--- config.mk ---
export PLATFORM = sky130hd
export DESIGN_NAME = conv_layer_sequencer_flat
export DESIGN_NICKNAME = d
export VERILOG_FILES = /design/src/rtl/conv_layer_sequencer_if.sv /design/src/rtl/conv_layer_sequencer.sv /design/src/flat_wrapper.sv
export SDC_FILE = /design/constraint.sdc
export NUM_CORES = 1
export LEC_CHECK = 0
export ABC_AREA = 1
export BUFFER_PORTS_ARGS = -buffer_cell sky130_fd_sc_hd__buf_4
export CAP_MARGIN = 20
export CORE_UTILIZATION = 44
export CTS_CLUSTER_SIZE = 25
export DETAILED_ROUTE_END_ITERATION = 10
export PLACE_DENSITY = 0.78
export SYNTH_ARGS = -nofsm -noshare
export SYNTH_HDL_FRONTEND = slang
export SYNTH_SLANG_ARGS = --single-unit
export TNS_END_PERCENT = 30
--- constraint.sdc ---
create_clock -name clk -period 1.6 [get_ports clk]
set_clock_uncertainty 0.15 [all_clocks]
set_input_delay 0.24 -clock clk [delete_from_list [all_inputs] [get_ports clk]]
set_output_delay 0.24 -clock clk [all_outputs]
set_load 0.005 [all_outputs]
--- src/rtl/conv_layer_sequencer_if.sv ---
// AXI-lite master/slave bundle between the conv layer sequencer and the accelerator CSR port.
interface conv_layer_sequencer_if #(
  parameter int CSR_AW = 8
);
  logic              awvalid;
  logic              awready;
  logic [CSR_AW-1:0] awaddr;
  logic [2:0]        awprot;
  logic              wvalid;
  logic              wready;
  logic [31:0]       wdata;
  logic [3:0]        wstrb;
  logic              bvalid;
  logic              bready;
  logic [1:0]        bresp;
  logic              arvalid;
  logic              arready;
  logic [CSR_AW-1:0] araddr;
  logic [2:0]        arprot;
  logic              rvalid;
  logic              rready;
  logic [31:0]       rdata;
  logic [1:0]        rresp;

  modport master (
    output awvalid, awaddr, awprot, wvalid, wdata, wstrb, bready, arvalid, araddr, arprot, rready,
    input  awready, wready, bvalid, bresp, arready, rvalid, rdata, rresp
  );

  modport slave (
    input  awvalid, awaddr, awprot, wvalid, wdata, wstrb, bready, arvalid, araddr, arprot, rready,
    output awready, wready, bvalid, bresp, arready, rvalid, rdata, rresp
  );
endinterface

--- src/rtl/conv_layer_sequencer.sv ---
// Runs N conv layers back to back: descriptor fetch, CSR writes, kick, status polling.
// Define CONV_SEQ_PERF_EN to read back and accumulate the per-layer performance counters.
module conv_layer_sequencer #(
  parameter int CSR_AW        = 8,
  parameter int NUM_CFG_REGS  = 26,
  parameter int CFG_BASE_IDX  = 1,
  parameter int START_IDX     = 0,
  parameter int STATUS_IDX    = 0,
  parameter int PERF_BASE_IDX = 27,
  parameter int NUM_PERF      = 4,
  parameter int MAX_LAYERS    = 16,
  parameter int POLL_GAP      = 16,
  parameter int TIMEOUT       = 2**24
) (
  input  logic                                         clk,
  input  logic                                         rst,
  input  logic                                         start,
  input  logic [4:0]                                   num_layers,
  output logic                                         desc_rd_en,
  output logic [$clog2(MAX_LAYERS*NUM_CFG_REGS)-1:0]   desc_rd_addr,
  input  logic [31:0]                                  desc_rd_data,
  conv_layer_sequencer_if.master                       m_axil,
  output logic                                         busy,
  output logic                                         done,
  output logic                                         error,
  output logic [1:0]                                   err_code,
  output logic [4:0]                                   layer_idx,
  output logic [NUM_PERF*32-1:0]                       perf_sum
);
  localparam int IW  = CSR_AW - 2;
  localparam int DAW = $clog2(MAX_LAYERS*NUM_CFG_REGS);
  localparam int RW  = $clog2(NUM_CFG_REGS);
  localparam int GW  = $clog2(POLL_GAP + 1);
  localparam int TW  = $clog2(TIMEOUT + 1);

  typedef enum logic [3:0] {
    S_IDLE, S_FETCH, S_WR, S_WB, S_KWR, S_KB, S_GAP, S_POLL_AR, S_POLL_R,
`ifdef CONV_SEQ_PERF_EN
    S_PERF_AR, S_PERF_R,
`endif
    S_NEXT, S_FIN
  } state_t;

  function automatic logic [CSR_AW-1:0] csr_addr(input logic [IW-1:0] idx);
    return {idx, 2'b00};
  endfunction

  state_t            state_r;
  logic              fetch_ph_r;
  logic [RW-1:0]     reg_cnt_r;
  logic [GW-1:0]     gap_cnt_r;
  logic [TW-1:0]     tmo_cnt_r;
  logic [4:0]        num_layers_r;
  logic              desc_rd_en_r;
  logic [DAW-1:0]    desc_rd_addr_r;
  logic              awvalid_r;
  logic              wvalid_r;
  logic [CSR_AW-1:0] awaddr_r;
  logic [31:0]       wdata_r;
  logic              bready_r;
  logic              arvalid_r;
  logic [CSR_AW-1:0] araddr_r;
  logic              rready_r;
  logic              busy_r;
  logic              done_r;
  logic              error_r;
  logic [1:0]        err_code_r;
  logic [4:0]        layer_idx_r;

`ifdef CONV_SEQ_PERF_EN
  localparam int PW = (NUM_PERF > 1) ? $clog2(NUM_PERF) : 1;

  function automatic logic [31:0] sat_add32(input logic [31:0] a, input logic [31:0] b);
    logic [32:0] s;
    s = {1'b0, a} + {1'b0, b};
    return s[32] ? 32'hFFFF_FFFF : s[31:0];
  endfunction

  logic [PW-1:0]         perf_idx_r;
  logic [NUM_PERF*32-1:0] perf_sum_r;
  assign perf_sum = perf_sum_r;
`else
  localparam logic [IW-1:0] unused_perf_base = IW'(PERF_BASE_IDX);
  logic unused_rdata_s;
  assign unused_rdata_s = ^m_axil.rdata[31:1];
  assign perf_sum = '0;
`endif

  // Sequencer FSM; every bus and status output comes straight from a register
  always_ff @(posedge clk) begin
    if (rst) begin
      state_r        <= S_IDLE;
      fetch_ph_r     <= 1'b0;
      reg_cnt_r      <= '0;
      gap_cnt_r      <= '0;
      tmo_cnt_r      <= '0;
      num_layers_r   <= 5'd0;
      desc_rd_en_r   <= 1'b0;
      desc_rd_addr_r <= '0;
      awvalid_r      <= 1'b0;
      wvalid_r       <= 1'b0;
      awaddr_r       <= '0;
      wdata_r        <= 32'd0;
      bready_r       <= 1'b0;
      arvalid_r      <= 1'b0;
      araddr_r       <= '0;
      rready_r       <= 1'b0;
      busy_r         <= 1'b0;
      done_r         <= 1'b0;
      error_r        <= 1'b0;
      err_code_r     <= 2'd0;
      layer_idx_r    <= 5'd0;
`ifdef CONV_SEQ_PERF_EN
      perf_idx_r     <= '0;
      perf_sum_r     <= '0;
`endif
    end else begin
      done_r       <= 1'b0;
      desc_rd_en_r <= 1'b0;
      case (state_r)
        S_IDLE: begin
          if (start) begin
            error_r    <= 1'b0;
            err_code_r <= 2'd0;
            if (num_layers == 5'd0) begin
              done_r <= 1'b1;
            end else begin
              busy_r         <= 1'b1;
              num_layers_r   <= num_layers;
              layer_idx_r    <= 5'd0;
              reg_cnt_r      <= '0;
              fetch_ph_r     <= 1'b0;
              desc_rd_addr_r <= '0;
              desc_rd_en_r   <= 1'b1;
`ifdef CONV_SEQ_PERF_EN
              perf_sum_r     <= '0;
`endif
              state_r        <= S_FETCH;
            end
          end
        end
        // Phase 0 issues the table read; phase 1 sees the word and launches AW+W together
        S_FETCH: begin
          if (!fetch_ph_r) begin
            fetch_ph_r <= 1'b1;
          end else begin
            fetch_ph_r     <= 1'b0;
            wdata_r        <= desc_rd_data;
            awaddr_r       <= csr_addr(IW'(CFG_BASE_IDX) + IW'(reg_cnt_r));
            awvalid_r      <= 1'b1;
            wvalid_r       <= 1'b1;
            desc_rd_addr_r <= desc_rd_addr_r + DAW'(1);
            state_r        <= S_WR;
          end
        end
        S_WR, S_KWR: begin
          if (m_axil.awready) awvalid_r <= 1'b0;
          if (m_axil.wready)  wvalid_r  <= 1'b0;
          if ((!awvalid_r || m_axil.awready) && (!wvalid_r || m_axil.wready)) begin
            bready_r <= 1'b1;
            state_r  <= (state_r == S_WR) ? S_WB : S_KB;
          end
        end
        S_WB: begin
          if (m_axil.bvalid) begin
            bready_r <= 1'b0;
            if (m_axil.bresp != 2'b00) begin
              error_r    <= 1'b1;
              err_code_r <= 2'd1;
              state_r    <= S_FIN;
            end else if (reg_cnt_r == RW'(NUM_CFG_REGS - 1)) begin
              awaddr_r  <= csr_addr(IW'(START_IDX));
              wdata_r   <= 32'h0000_0001;
              awvalid_r <= 1'b1;
              wvalid_r  <= 1'b1;
              state_r   <= S_KWR;
            end else begin
              reg_cnt_r    <= reg_cnt_r + RW'(1);
              desc_rd_en_r <= 1'b1;
              state_r      <= S_FETCH;
            end
          end
        end
        S_KB: begin
          if (m_axil.bvalid) begin
            bready_r <= 1'b0;
            if (m_axil.bresp != 2'b00) begin
              error_r    <= 1'b1;
              err_code_r <= 2'd1;
              state_r    <= S_FIN;
            end else begin
              tmo_cnt_r <= '0;
              gap_cnt_r <= '0;
              state_r   <= S_GAP;
            end
          end
        end
        // Timeout is only acted on here so an in-flight read is never abandoned
        S_GAP: begin
          tmo_cnt_r <= tmo_cnt_r + TW'(1);
          if (tmo_cnt_r >= TW'(TIMEOUT)) begin
            error_r    <= 1'b1;
            err_code_r <= 2'd3;
            state_r    <= S_FIN;
          end else if (gap_cnt_r == GW'(POLL_GAP - 1)) begin
            gap_cnt_r <= '0;
            arvalid_r <= 1'b1;
            araddr_r  <= csr_addr(IW'(STATUS_IDX));
            state_r   <= S_POLL_AR;
          end else begin
            gap_cnt_r <= gap_cnt_r + GW'(1);
          end
        end
        S_POLL_AR: begin
          tmo_cnt_r <= tmo_cnt_r + TW'(1);
          if (m_axil.arready) begin
            arvalid_r <= 1'b0;
            rready_r  <= 1'b1;
            state_r   <= S_POLL_R;
          end
        end
        S_POLL_R: begin
          tmo_cnt_r <= tmo_cnt_r + TW'(1);
          if (m_axil.rvalid) begin
            rready_r <= 1'b0;
            if (m_axil.rresp != 2'b00) begin
              error_r    <= 1'b1;
              err_code_r <= 2'd2;
              state_r    <= S_FIN;
            end else if (m_axil.rdata[0]) begin
`ifdef CONV_SEQ_PERF_EN
              perf_idx_r <= '0;
              arvalid_r  <= 1'b1;
              araddr_r   <= csr_addr(IW'(PERF_BASE_IDX));
              state_r    <= S_PERF_AR;
`else
              state_r    <= S_NEXT;
`endif
            end else begin
              state_r <= S_GAP;
            end
          end
        end
`ifdef CONV_SEQ_PERF_EN
        S_PERF_AR: begin
          if (m_axil.arready) begin
            arvalid_r <= 1'b0;
            rready_r  <= 1'b1;
            state_r   <= S_PERF_R;
          end
        end
        S_PERF_R: begin
          if (m_axil.rvalid) begin
            rready_r <= 1'b0;
            if (m_axil.rresp != 2'b00) begin
              error_r    <= 1'b1;
              err_code_r <= 2'd2;
              state_r    <= S_FIN;
            end else begin
              perf_sum_r[perf_idx_r*32 +: 32] <= sat_add32(perf_sum_r[perf_idx_r*32 +: 32], m_axil.rdata);
              if (perf_idx_r == PW'(NUM_PERF - 1)) begin
                state_r <= S_NEXT;
              end else begin
                perf_idx_r <= perf_idx_r + PW'(1);
                arvalid_r  <= 1'b1;
                araddr_r   <= csr_addr(IW'(PERF_BASE_IDX) + IW'(perf_idx_r) + IW'(1));
                state_r    <= S_PERF_AR;
              end
            end
          end
        end
`endif
        S_NEXT: begin
          layer_idx_r <= layer_idx_r + 5'd1;
          if (layer_idx_r + 5'd1 == num_layers_r) begin
            state_r <= S_FIN;
          end else begin
            reg_cnt_r    <= '0;
            desc_rd_en_r <= 1'b1;
            state_r      <= S_FETCH;
          end
        end
        S_FIN: begin
          done_r  <= 1'b1;
          busy_r  <= 1'b0;
          state_r <= S_IDLE;
        end
        default: begin
          state_r <= S_IDLE;
        end
      endcase
    end
  end

  assign desc_rd_en     = desc_rd_en_r;
  assign desc_rd_addr   = desc_rd_addr_r;
  assign m_axil.awvalid = awvalid_r;
  assign m_axil.awaddr  = awaddr_r;
  assign m_axil.awprot  = 3'b000;
  assign m_axil.wvalid  = wvalid_r;
  assign m_axil.wdata   = wdata_r;
  assign m_axil.wstrb   = 4'hF;
  assign m_axil.bready  = bready_r;
  assign m_axil.arvalid = arvalid_r;
  assign m_axil.araddr  = araddr_r;
  assign m_axil.arprot  = 3'b000;
  assign m_axil.rready  = rready_r;
  assign busy           = busy_r;
  assign done           = done_r;
  assign error          = error_r;
  assign err_code       = err_code_r;
  assign layer_idx      = layer_idx_r;
endmodule

--- src/flat_wrapper.sv ---
// flat-port wrapper written by rule: the top's interface ports become plain ports
module conv_layer_sequencer_flat 
#(
  parameter int CSR_AW        = 8,
  parameter int NUM_CFG_REGS  = 26,
  parameter int CFG_BASE_IDX  = 1,
  parameter int START_IDX     = 0,
  parameter int STATUS_IDX    = 0,
  parameter int PERF_BASE_IDX = 27,
  parameter int NUM_PERF      = 4,
  parameter int MAX_LAYERS    = 16,
  parameter int POLL_GAP      = 16,
  parameter int TIMEOUT       = 2**24
)
  (clk, rst, start, num_layers, desc_rd_en, desc_rd_addr, desc_rd_data, busy, done, error, err_code, layer_idx, perf_sum, m_axil_awvalid, m_axil_awaddr, m_axil_awprot, m_axil_wvalid, m_axil_wdata, m_axil_wstrb, m_axil_bready, m_axil_arvalid, m_axil_araddr, m_axil_arprot, m_axil_rready, m_axil_awready, m_axil_wready, m_axil_bvalid, m_axil_bresp, m_axil_arready, m_axil_rvalid, m_axil_rdata, m_axil_rresp);
  conv_layer_sequencer_if #(.CSR_AW(CSR_AW)) m_axil_i ();
  input  logic clk;
  input  logic rst;
  input  logic start;
  input  logic [4:0] num_layers;
  output logic desc_rd_en;
  output logic [$clog2(MAX_LAYERS*NUM_CFG_REGS)-1:0] desc_rd_addr;
  input  logic [31:0] desc_rd_data;
  output logic busy;
  output logic done;
  output logic error;
  output logic [1:0] err_code;
  output logic [4:0] layer_idx;
  output logic [NUM_PERF*32-1:0] perf_sum;
  output wire logic [$bits(m_axil_i.awvalid)-1:0] m_axil_awvalid;
  output wire logic [$bits(m_axil_i.awaddr)-1:0] m_axil_awaddr;
  output wire logic [$bits(m_axil_i.awprot)-1:0] m_axil_awprot;
  output wire logic [$bits(m_axil_i.wvalid)-1:0] m_axil_wvalid;
  output wire logic [$bits(m_axil_i.wdata)-1:0] m_axil_wdata;
  output wire logic [$bits(m_axil_i.wstrb)-1:0] m_axil_wstrb;
  output wire logic [$bits(m_axil_i.bready)-1:0] m_axil_bready;
  output wire logic [$bits(m_axil_i.arvalid)-1:0] m_axil_arvalid;
  output wire logic [$bits(m_axil_i.araddr)-1:0] m_axil_araddr;
  output wire logic [$bits(m_axil_i.arprot)-1:0] m_axil_arprot;
  output wire logic [$bits(m_axil_i.rready)-1:0] m_axil_rready;
  input wire logic [$bits(m_axil_i.awready)-1:0] m_axil_awready;
  input wire logic [$bits(m_axil_i.wready)-1:0] m_axil_wready;
  input wire logic [$bits(m_axil_i.bvalid)-1:0] m_axil_bvalid;
  input wire logic [$bits(m_axil_i.bresp)-1:0] m_axil_bresp;
  input wire logic [$bits(m_axil_i.arready)-1:0] m_axil_arready;
  input wire logic [$bits(m_axil_i.rvalid)-1:0] m_axil_rvalid;
  input wire logic [$bits(m_axil_i.rdata)-1:0] m_axil_rdata;
  input wire logic [$bits(m_axil_i.rresp)-1:0] m_axil_rresp;
  assign m_axil_awvalid = m_axil_i.awvalid;
  assign m_axil_awaddr = m_axil_i.awaddr;
  assign m_axil_awprot = m_axil_i.awprot;
  assign m_axil_wvalid = m_axil_i.wvalid;
  assign m_axil_wdata = m_axil_i.wdata;
  assign m_axil_wstrb = m_axil_i.wstrb;
  assign m_axil_bready = m_axil_i.bready;
  assign m_axil_arvalid = m_axil_i.arvalid;
  assign m_axil_araddr = m_axil_i.araddr;
  assign m_axil_arprot = m_axil_i.arprot;
  assign m_axil_rready = m_axil_i.rready;
  assign m_axil_i.awready = m_axil_awready;
  assign m_axil_i.wready = m_axil_wready;
  assign m_axil_i.bvalid = m_axil_bvalid;
  assign m_axil_i.bresp = m_axil_bresp;
  assign m_axil_i.arready = m_axil_arready;
  assign m_axil_i.rvalid = m_axil_rvalid;
  assign m_axil_i.rdata = m_axil_rdata;
  assign m_axil_i.rresp = m_axil_rresp;
  conv_layer_sequencer #(.CSR_AW(CSR_AW), .NUM_CFG_REGS(NUM_CFG_REGS), .CFG_BASE_IDX(CFG_BASE_IDX), .START_IDX(START_IDX), .STATUS_IDX(STATUS_IDX), .PERF_BASE_IDX(PERF_BASE_IDX), .NUM_PERF(NUM_PERF), .MAX_LAYERS(MAX_LAYERS), .POLL_GAP(POLL_GAP), .TIMEOUT(TIMEOUT)) u_core (.clk(clk), .rst(rst), .start(start), .num_layers(num_layers), .desc_rd_en(desc_rd_en), .desc_rd_addr(desc_rd_addr), .desc_rd_data(desc_rd_data), .m_axil(m_axil_i), .busy(busy), .done(done), .error(error), .err_code(err_code), .layer_idx(layer_idx), .perf_sum(perf_sum));
endmodule
### After elaboration in Yosys (flattened, before gate mapping)

Cells that the tools add are included.

| word-level totals | value |
|---|---|
| output and inout port bits | 211 |
| logic and storage cells | 200 |
| register bits | 110 |

| cells by class | value |
|---|---|
| muxes and demuxes | 97 |
| $add $sub $neg | 6 |
| reductions and logical operators | 40 |
| equal/unequal tests | 35 |
| order comparisons | 1 |
| bitwise logic cells | 1 |

Operators with widths:

| kind | count |
|---|---|
| $mux W32 | 4 |
| $pmux W32 S2 | 1 |
| $mux W4 | 15 |
| $mux W25 | 2 |
| $mux W5 | 10 |
| $pmux W25 S2 | 1 |
| $pmux W4 S9 | 1 |
| $mux W1 | 32 |
| $mux W8 | 4 |
| $mux W9 | 3 |
| $ne A2 B2 Y1 const B | 13 |
| $add A25 B1 Y25 const B | 1 |
| $ge A25 B25 Y1 const B | 1 |
| $reduce_bool A2 Y1 | 11 |
| $reduce_and A3 Y1 | 7 |
| $pmux W5 S2 | 2 |
| $pmux W9 S2 | 1 |
| $eq A4 B3 Y1 const B | 4 |
| $ne A2 B1 Y1 const B | 8 |
| $pmux W8 S2 | 1 |
| $add A5 B1 Y5 const B | 3 |
| $pmux W5 S3 | 1 |
| $reduce_and A7 Y1 | 2 |
| $eq A4 B4 Y1 const B | 3 |
| other kinds (28) | 49 |

### Depth between registers and ports, before layout

Gate-level depths: netlist of the first run.

| logic depth | value |
|---|---|
| word-level depth | 5 |
| gate-level depth with buffers | 12 |

### Worst setup path after synthesis of the first run

OpenSTA, ideal clock, no wires.

| path | value |
|---|---|
| kind | register to register |
| from | reg u_core.tmo_cnt_r[0] |
| to | reg u_core.tmo_cnt_r[14] |
| path slack | -0.183 ns |
| data arrival time | 1.569 ns |
| cell stages (with the launch flop) | 12 |
| setup time | 0.064 ns |
| cells stage by stage | dfxtp_1 -> ha_1 -> inv_1 -> nor3_1 -> nand2_1 -> inv_1 -> nand2_4 -> nor2_2 -> nand2_1 -> nor2_1 -> nor2_1 -> nor2_1 |

| on the way | value |
|---|---|
| cells in the longest elaborated chain, start to end | 2 |

RTL lines:

| what | RTL line | text |
|---|---|---|
| from (decl) | conv_layer_sequencer.sv:52 | `logic [TW-1:0] tmo_cnt_r;` |
| from (signal assigned) | conv_layer_sequencer.sv:200 | `tmo_cnt_r <= tmo_cnt_r + TW'(1);` |
| from (signal assigned) | conv_layer_sequencer.sv:215 | `tmo_cnt_r <= tmo_cnt_r + TW'(1);` |
| from (signal assigned) | conv_layer_sequencer.sv:223 | `tmo_cnt_r <= tmo_cnt_r + TW'(1);` |
| $add A25 B1 Y25 | conv_layer_sequencer.sv:200, conv_layer_sequencer.sv:215, conv_layer_sequencer.sv:223 |  |
| $pmux W25 S2 | conv_layer_sequencer.sv:120 | `case (state_r)` |

No other way between the ends.
A chain may end at the register's enable or synchronous reset.

### Final worst setup path of the first run

| path | value |
|---|---|
| from | reg u_core.state_r[3] |
| to | reg u_core.reg_cnt_r[4] |

| on the way | value |
|---|---|
| cells in the longest elaborated chain, start to end | 3 |
| elaborated cells between the ends (all ways) | 12 |

RTL lines:

| what | RTL line | text |
|---|---|---|
| from (decl) | conv_layer_sequencer.sv:48 | `state_t state_r;` |
| from (signal assigned) | conv_layer_sequencer.sv:161 | `state_r <= (state_r == S_WR) ? S_WB : S_KB;` |
| $eq A4 B4 Y1 (tied with other cells) | conv_layer_sequencer.sv:120 |  |
| $ne A2 B2 Y1 (no line) or $reduce_bool A3 Y1 (tied branches) | - |  |
| $reduce_and A7 Y1 (no line) | - |  |
| to (signal assigned) | conv_layer_sequencer.sv:178 | `reg_cnt_r <= reg_cnt_r + RW'(1);` |
| to (decl) | conv_layer_sequencer.sv:50 | `logic [RW-1:0] reg_cnt_r;` |

Several ways; a longest one is shown, not always the timed one.

==> results of run 1 <==
[logic make-up after synthesis]
| logic type | count (synthesis) |
|---|---|
| fa+ha+maj | 7 |
| flops | 108 |
| simple gates | 427 |
| compound gates | 138 |
| buf+inv | 265 |
| other cells | 2 |
| xor+xnor | 8 |
[state kept, by name (all words and copies together), names as in the netlist, 4 cells and up]
| register | cells |
|---|---|
| u_core.num_layers_r | 5 |
| u_core.gap_cnt_r | 5 |
| u_core.m_axil.wdata | 32 |
| u_core.reg_cnt_r | 5 |
| u_core.tmo_cnt_r | 25 |
| u_core.m_axil.awaddr | 6 |
| u_core.state_r | 4 |
| u_core.desc_rd_addr | 9 |
| u_core.layer_idx | 5 |
[placed cells by master, fill, tap and decap left out, types with 8 or more instances in the layout]
master	instances
clkbuf_16	12
a21oi_2	8
inv_1	75
o21ai_1	11
nor2_4	16
nor2_2	9
nand2_4	14
nor3_1	13
buf_4	206
a21oi_1	75
nand2_2	19
nand2_1	180
nand3_2	8
dlygate4sd3_1	25
conb_1	148
nand3_1	72
o21ai_0	19
buf_6	18
nand4_1	12
dfxtp_1	98
nor2_1	57
nor3_2	10
[report_power, final]
part / switching (mW) / internal [mW] / total, mW
logic: 2.39 / 2.12 / 4.51
registers: 0.259 / 3.10 / 3.36
clock network: 1.12 / 1.24 / 2.36
[critical path: cells and delay by family, from the launching register on]
kind                   cells  cell delay, ns
and+or+nand+nor            4            0.52
DFF                        1            0.39
AOI/OAI and AO/OA          2            0.37
buffers and inverters      2            0.33
[layer usage]
layer | track usage | vias up | part of all wire | wire length [um]
li1 | - | 3294 | - | -
met1 | 0.2471 | 3067 | 0.40 | 7388
met2 | 0.3832 | 268 | 0.51 | 9433
met3 | 0.04682 | 54 | 0.054 | 1004
met4 | 0.09001 | 0 | 0.033 | 600
met5 | 0 | - | 0 | 0
[cell type report]
type,count,share of cell area
Clock buffer,9,0.02437
Timing Repair inverter,2,0.001895
Inverter,89,0.04075
Multi-Input combinational cell,728,0.4186
Sequential cell,108,0.2366
Clock inverter,7,0.009205
Timing Repair Buffer,261,0.2437
Tap cell,184,0.02491
[metrics by stage]
stage	setup TNS [ns]	hold slack [ns]	util	cells	setup WS [ns]
detailed placement	-20.72	0.2939	0.5339	1322	-0.3424
global placement	-18.76	0.2856	0.5339	1322	-0.3528
global route	-22.16	0.007983	0.6335	1388	-0.3725
floorplan	-0.2363	0.1860	-	1101	-0.03459
finish	-13.25	0.001009	0.6335	1388	-0.2835
CTS	-5.074	0.0002199	0.5991	1375	-0.1552
[timing repair]
| action | CTS | global route |
|---|---|---|
| hold buffers | 25 | 0 |
| endpoints found under the hold margin | 25 | 0 |
| pin swaps | 11 | 37 |
| buffers inserted | 10 | 11 |
| cloned | 2 | 3 |
| endpoints found under the setup margin | 103 | 103 |
| resized for setup | 79 | 98 |
[worst paths after layout]
path,cells past startpoint,to,startpoint
max,8,u_core.reg_cnt_r[4]$_SDFFE_PP0P_,u_core.state_r[3]$_SDFFE_PP0P_
min,3,u_core.m_axil.wdata[14]$_SDFFE_PP0P_,desc_rd_data[14]
max reg2reg,8,u_core.reg_cnt_r[4]$_SDFFE_PP0P_,u_core.state_r[3]$_SDFFE_PP0P_
min reg2reg,2,u_core.err_code[1]$_SDFFE_PP0P_,u_core.err_code[1]$_SDFFE_PP0P_
==> results_dict.tcl, run 1 <==
set metrics [dict create \
    status "complete, but fails checks" \
    violated_checks "negative setup slack" \
    yosys-mux-area-fraction 0 \
    stdcell_area_um2 9243 \
    critical_path_arrival_ns 1.97 \
    synthesis.instances 955 \
    max_freq_ghz 0.5309 \
    report.final.hold_viol_count 0 \
    fin_ws_ns -0.2835 \
    grt_remaining_overflow 0 \
    power_per_cell_area_nw_per_um2 1106 \
    first_global_vias 5937 \
    grt_pass1_wl_um 27550 \
    drive_above_1_share 0.3206 \
    mappedNetlistArea_um2 6611 \
    crit_top_cell "buf_4" \
    final_max_slew_viol_count 0 \
    die_footprint_um2 15520 \
    vias 6683 \
    setup.worst_path.end_class "flip-flop" \
    synth_enable_flop_cells 0 \
    vdd_ir_drop_max_uv 825.5 \
    yosys_warnings 0 \
    grt_start_max_net_pins 70 \
    rsz0062_at_grt "true" \
    drv.max_cap_violation_count 0 \
    multi_input_comb_area_um2 3869 \
    chipWidth_um 124.6 \
    drt_first_iter_violations 506 \
    synth-async-reset-ratio 0 \
    cts.sinks 108 \
    post_synth_most_frequent_cells "206 x nand2_1, 156 x buf_4, 108 x dfxtp_1" \
    dieHeight_um 124.6 \
    floorplan.initialDensity 0.4532 \
    ys_ff_latch 108 \
    yosysUniqueCellTypes 41 \
    cp_slowest_stage_delay_ns 0.39 \
    synth.area.top_cells "dfxtp_1 33%, buf_4 18%, nand2_1 12%" \
    worst_path_max_delay_cell "dfxtp_4" \
    gp_congestion 0.8964 \
    routedWlPerCell_um 13.28 \
    yosysMostFrequentCell "nand2_1" \
    finalSetupViolations 104 \
    detail_route.wirelength_um 18430 \
    post_dp_cell_area_um2 7789 \
    avgSynthCellArea_um2 6.923 \
    num_rows 44 \
    drc_errors 0 \
    final_antenna_net_count 0 \
    yosysSeqAreaShare 0.3270 \
    drt_pass1_iterations 5 \
    p_leak_nw 4.258 \
    setup.worst_path.class "flip-flop to flip-flop" \
    synthSimpleGateAreaFrac 0.2928 \
    hpwlAfterDp_um 11630 \
    insertion_delay_of_the_later_clocked_pin_in_the_worst_skew_pair_ns 0.36 \
    synth-adder-area-share 0.01325 \
    timing.hold.worst.class "input pin to flip-flop" \
    flow.area_growth_from_synthesis_pct 39.80 \
    period_minus_slack_ns 1.883 \
    synth_xor_xnor_area_share 0.01060 \
    antenna_found_initial 0 \
    numCtsBuffers 9 \
    reg2reg_setup_slack_ns -0.28 \
    boundaryPins 292 \
    cts_max_level 3 \
    primary_ff_master_synth "dfxtp_1" \
    tritoncts "yes" \
    ctsLongestPathBuffers 2 \
    place.port_buffers 112 \
    synth_compound_gate_area_share 0.1122 \
    critical_path.startpoint_type "flip-flop" \
    worst_path_fanout_max 5 \
    num-nets-final 1287 \
    vias_per_cell 4.815 \
    fin_total_pwr_mw 10.22 \
    track_usage 0.2153 \
    layout_worst_path_cycle_share 1.177 \
    critical_path.cell_chain "nor2_4 -> nand2_2 -> buf_4 -> o21ai_1 -> nor3_4 -> buf_4 -> nand3_1 -> a21oi_1" \
    synthDominantAreaCellType "dfxtp_1" \
    antenna-diode-count 0 \
    combinational_family_with_the_most_area_after_synthesis "simple AND/OR/NAND/NOR gates" \
    synth_top_area_share 0.3270 \
    coreArea_um2 14590 \
    flip_flop_and_latch_area_um2 2187 \
    root_buffer "clkbuf_16" \
    filler_cell_count 1172 \
    clk_pin_slew_ns 0.08 \
    timing.critical_path.required_ns 1.69 \
]
No activity file was read; power rests on OpenSTA's default activity.
==> run 2: changes to the inputs <==
--- a/config.mk
+++ b/config.mk
@@ -8,10 +8,10 @@
 export ABC_AREA = 1
 export BUFFER_PORTS_ARGS = -buffer_cell sky130_fd_sc_hd__buf_4
 export CAP_MARGIN = 20
-export CORE_UTILIZATION = 44
+export CORE_UTILIZATION = 48
 export CTS_CLUSTER_SIZE = 25
 export DETAILED_ROUTE_END_ITERATION = 10
-export PLACE_DENSITY = 0.78
+export PLACE_DENSITY = 0.81
 export SYNTH_ARGS = -nofsm -noshare
 export SYNTH_HDL_FRONTEND = slang
 export SYNTH_SLANG_ARGS = --single-unit
==> constraint.sdc (replaced) <==
create_clock -name clk -period 1.9 [get_ports clk]
set_clock_uncertainty 0.15 [all_clocks]
set_input_delay 0.285 -clock clk [delete_from_list [all_inputs] [get_ports clk]]
set_output_delay 0.285 -clock clk [all_outputs]
set_load 0.005 [all_outputs]
==> results_dict.tcl, run 2 (synthesis gave the netlist of run 1 again) <==
set metrics [dict create \
    status "complete, no violations" \
    drc_errors 0 \
    floorplan.initialDensity 0.4953 \
    vias 6063 \
    place.port_buffers 112 \
    numCtsBuffers 9 \
    boundaryPins 292 \
    drt_first_iter_violations 301 \
    antenna_found_initial 0 \
    setup.worst_path.end_class "flip-flop" \
    chipWidth_um 119.4 \
    track_usage 0.2066 \
    routedWlPerCell_um 11.91 \
    rsz0062_at_grt "true" \
    filler_cell_count 1268 \
    cts.sinks 108 \
    post_dp_cell_area_um2 7303 \
    drive_above_1_share 0.2242 \
    flow.area_growth_from_synthesis_pct 19.36 \
    final_max_slew_viol_count 0 \
    finalSetupViolations 0 \
    final_common_cell "nand2_1" \
    worst_path_max_delay_cell "dfxtp_2" \
    vias_per_cell 4.729 \
    stdcell_area_um2 7891 \
    final_antenna_net_count 0 \
    vdd_ir_drop_max_uv 760.0 \
    hpwlAfterDp_um 11220 \
    first_global_vias 5465 \
    setup.worst_path.class "flip-flop to flip-flop" \
    largest_register_ffs 32 \
    grtUsageMet3 0.04837 \
    die_footprint_um2 14250 \
    num-nets-final 1189 \
    layout_worst_path_cycle_share 0.9727 \
    report.final.hold_viol_count 0 \
    period_minus_slack_ns 1.848 \
    power_per_cell_area_nw_per_um2 961.1 \
    tritoncts "yes" \
    globalRouteMet1Util 0.2370 \
    num_rows 42 \
    crit_top_cell "nand3_2" \
    cp_slowest_stage_delay_ns 0.38 \
    grt_start_max_net_pins 70 \
    p_leak_nw 3.640 \
    critical_path.cell_chain "inv_1 -> nor2_1 -> nand3_2 -> nand3_2 -> nor2_4 -> buf_12 -> buf_6 -> buf_4 -> o211a_1" \
    grt_most_used_layer "met2" \
    antenna-diode-count 0 \
    grt_remaining_overflow 0 \
    timing.hold.worst.class "input pin to flip-flop" \
    drv.max_cap_violation_count 0 \
    critical_path.startpoint_type "flip-flop" \
    path_delay_family "simple AND/OR/NAND/NOR gates" \
    hold-worst-slack_ns 0.01857 \
    max_slew.worst_pin.slew_ns 0.7895 \
    grt_util_met2 0.3735 \
    coreArea_um2 13350 \
    mostFrequentLayoutCells "201 x nand2_1, 156 x buf_4, 148 x conb_1" \
    grt_pass1_wl_um 24140 \
    clk_pin_slew_ns 0.08 \
    critical_path_arrival_ns 1.96 \
    dieHeight_um 119.4 \
    cts_max_level 3 \
    detail_route.wirelength_um 15270 \
    gp_congestion 0.9021 \
    ctsLongestPathBuffers 2 \
    slew_headroom 0.4737 \
    insertion_delay_of_the_later_clocked_pin_in_the_worst_skew_pair_ns 0.36 \
    timing.critical_path.required_ns 2.01 \
    worstPathBufferInverterCount 4 \
    fin_total_pwr_mw 7.584 \
    worst_path_fanout_max 7 \
    max_freq_ghz 0.5411 \
    drt_pass1_iterations 4 \
    root_buffer "clkbuf_16" \
]
## run 2: cell types whose count changed in the layout (fill, tap and decap cells not counted), moves of 5 or more
cell	change
nand2_1	+21
nor3_1	+8
o21ai_0	+8
inv_4	-5
nor2_1	+14
dlygate4sd3_1	-24
nand2_2	-12
buf_6	-14
nor3_2	-7
buf_4	-50
nor2_4	-10
nand2_4	-10
o21ai_2	-5
## run 2: layout make-up
| class | count | area, um2 | share of cell area |
|---|---|---|---|
| clock inverters | 7 | 65.06 | 0.008245 |
| multi-input cells | 728 | 3540 | 0.4485 |
| clock buffers | 9 | 225.2 | 0.02854 |
| inverters | 89 | 349.1 | 0.04424 |
| flip-flops and latches | 108 | 2181 | 0.2764 |
| well taps | 176 | 220.2 | 0.02791 |
| repair buffers | 165 | 1311 | 0.1662 |
## run 2: worst register-to-register path, delay by kind of cell, from the launching register on
family,cells,cell delay [ns]
AOI/OAI and AO/OA,1,0.20
and+or+nand+nor,4,0.55
buffers and inverters,4,0.47
DFF,1,0.38
## run 2: repair_timing
action / in CTS / in global routing
cloned: 0 / 1
endpoints found under the hold margin: 1 / 0
hold buffers: 1 / 0
resized for setup: 3 / 60
pin swaps: 1 / 17
buffers inserted: 0 / 6
setup endpoints to repair: 4 / 86
## run 2: final timing paths
check | start | end | depth (start not counted) | slack (ns)
setup / recovery | u_core.state_r[0]$_SDFFE_PP0P_ | u_core.m_axil.awaddr[2]$_SDFFE_PP0P_ | 9 | 0.05
hold / removal | num_layers[3] | u_core.num_layers_r[3]$_SDFFE_PP0P_ | 3 | 0.02
setup reg to reg | u_core.state_r[0]$_SDFFE_PP0P_ | u_core.m_axil.awaddr[2]$_SDFFE_PP0P_ | 9 | 0.05
hold reg to reg | u_core.err_code[0]$_SDFFE_PP0P_ | u_core.err_code[0]$_SDFFE_PP0P_ | 2 | 0.30
## run 2: where the power goes
| group | switching, mW | internal, mW | total, mW |
|---|---|---|---|
| clock network | 0.938 | 0.925 | 1.86 |
| registers | 0.219 | 2.61 | 2.83 |
| logic | 1.58 | 1.32 | 2.89 |
| total | 2.74 | 4.85 | 7.58 |
## run 2: metrics by stage
stage,setup TNS [ns],cells,worst slack (ns),utilization
after floorplan,0,1101,0.1174,-
after global placement,0,1258,0.02122,0.5472
after detailed placement,-0.02268,1258,-0.01015,0.5472
after CTS,0,1275,0.0006011,0.5701
after global routing,-0.7360,1282,-0.06136,0.5912
final,0,1282,0.05188,0.5912
## run 2: layer usage
layer / vias up / wire, um
met5: - / 0
met4: 0 / 317
met3: 28 / 841
met2: 191 / 7739
met1: 2758 / 6369
li1: 3086 / -
==> run 3: changes to the inputs <==
==> constraint.sdc (replaced) <==
create_clock -name clk -period 2.1 [get_ports clk]
set_clock_uncertainty 0.15 [all_clocks]
set_input_delay 0.315 -clock clk [delete_from_list [all_inputs] [get_ports clk]]
set_output_delay 0.315 -clock clk [all_outputs]
set_load 0.005 [all_outputs]
==> results_dict.tcl, run 3 (synthesis gave the netlist of run 1 again) <==
set metrics [dict create \
    report.final.hold_viol_count 0 \
    power_per_cell_area_nw_per_um2 873.0 \
    dp_slack_ns 0.009338 \
    fin_ws_ns 0.1556 \
    critical_path.cell_chain "buf_4 -> nand2_1 -> o21ai_0 -> o21ai_0 -> nand3_1 -> o21ai_0 -> a21oi_1" \
    whs_path_depth 2 \
    drt_first_iter_violations 404 \
    hpwlAfterDp_um 10950 \
    path_delay_family "compound AO/OA/AOI/OAI gates" \
    max_freq_ghz 0.5143 \
    cts.sinks 108 \
    insertion_delay_of_the_later_clocked_pin_in_the_worst_skew_pair_ns 0.35 \
    drt_pass1_iterations 7 \
    chipWidth_um 119.4 \
    die_footprint_um2 14250 \
    hold-worst-slack_ns 0.04342 \
    crit_top_cell "o21ai_0" \
    vias_per_cell 4.791 \
    tritoncts "yes" \
    vias 6003 \
    ctsLongestPathBuffers 2 \
    detail_route.wirelength_um 14830 \
    grt_remaining_overflow 0 \
    layout_worst_path_cycle_share 0.9259 \
    grt_start_max_net_pins 41 \
    antenna-diode-count 0 \
    timing.hold.worst.class "input pin to flip-flop" \
    rsz0062_at_grt "false" \
    largest_register_ffs 32 \
    clk_pin_slew_ns 0.07 \
    drv.max_cap_violation_count 0 \
    final_common_cell "nand2_1" \
    final_max_slew_viol_count 0 \
    coreArea_um2 13350 \
    period_minus_slack_ns 1.944 \
    mostFrequentLayoutCells "206 x nand2_1, 148 x conb_1, 134 x buf_4" \
    vdd_ir_drop_max_uv 825.5 \
    num-nets-final 1160 \
    critical_path.startpoint_type "flip-flop" \
    cts_max_level 3 \
    totalNegativeSetupSlack_ns 0 \
    finalSetupViolations 0 \
    drc_errors 0 \
    path_depth 7 \
    setup.worst_path.end_class "flip-flop" \
    postLayoutCoreUtil 0.5611 \
    dieHeight_um 119.4 \
    place.port_buffers 112 \
    boundaryPins 292 \
    worst_path_fanout_max 5 \
    grt_pass1_wl_um 23920 \
    drive_above_1_share 0.1783 \
    track_usage 0.2060 \
    worstPathBufferInverterCount 1 \
    p_leak_nw 3.435 \
    num_rows 42 \
    floorplan.initialDensity 0.4953 \
    final_antenna_net_count 0 \
    setup.worst_path.class "flip-flop to flip-flop" \
    worst_path_max_delay_cell "dfxtp_1" \
    flow.area_growth_from_synthesis_pct 13.29 \
    first_global_vias 5216 \
    cp_slowest_stage_delay_ns 0.42 \
    antenna_found_initial 0 \
    timing.critical_path.required_ns 2.23 \
    r2r.worst_path.cells 7 \
    critical_path_arrival_ns 2.08 \
    numCtsBuffers 9 \
    root_buffer "clkbuf_16" \
    routedWlPerCell_um 11.84 \
    status "complete, no violations" \
    gp_congestion 0.8939 \
    holdBufCountCts 0 \
]
## run 3: cell count changes in the layout (fill, tap and decap cells not counted), moves of 5 or more
cell	previous run	this run
o21ai_1	9	4
dfxtp_1	99	106
buf_4	156	134
o21ai_0	27	33
a21oi_2	5	0
nand2_1	201	206
a21oi_1	78	83
## run 3: final cells by class
type | instances | area, um2
Fill cell | 1316 | 5858
Inverter | 89 | 341.6
Clock buffer | 11 | 242.7
Sequential cell | 108 | 2165
Multi-Input combinational cell | 728 | 3423
Tap cell | 176 | 220.2
Timing Repair Buffer | 136 | 1037
Clock inverter | 5 | 60.06
## run 3: worst paths after layout
check / startpoint / endpoint / slack (ns)
max: u_core.state_r[0]$_SDFFE_PP0P_ / u_core.err_code[0]$_SDFFE_PP0P_ / 0.16
min: m_axil_bvalid / u_core.m_axil.bready$_SDFFE_PP0P_ / 0.04
max reg2reg: u_core.state_r[0]$_SDFFE_PP0P_ / u_core.err_code[0]$_SDFFE_PP0P_ / 0.16
min reg2reg: u_core.err_code[1]$_SDFFE_PP0P_ / u_core.err_code[1]$_SDFFE_PP0P_ / 0.30
## run 3: per-stage QoR
| step | std cells | area [um2] | power [mW] |
|---|---|---|---|
| CTS | 1252 | 7431 | 6.516 |
| floorplan | 1101 | 7159 | 4.193 |
| detailed placement | 1236 | 7126 | 4.764 |
| global route | 1253 | 7490 | 6.959 |
| finish | 1253 | 7490 | 6.538 |
| global placement | 1236 | 7126 | 4.730 |
## run 3: timing repair
item	in CTS	in global routing
setup endpoints to repair	4	43
buffers inserted	0	1
gates resized for setup	1	8
pin swaps	0	3
## run 3: report_power, final
group	internal, mW	switching, mW	leakage, nW
clock	0.963	0.775	0.146
sequential	2.36	0.199	0.878
combinational	0.920	1.32	2.41
## run 3: metal layers
metal / vias up / track usage / routed length, um / share of wire
met5: - / 0 / 0 / 0
met3: 25 / 0.05029 / 920 / 0.062
li1: 3030 / - / - / -
met2: 210 / 0.3536 / 7374 / 0.50
met4: 0 / 0.07266 / 274 / 0.018
met1: 2738 / 0.2496 / 6263 / 0.42
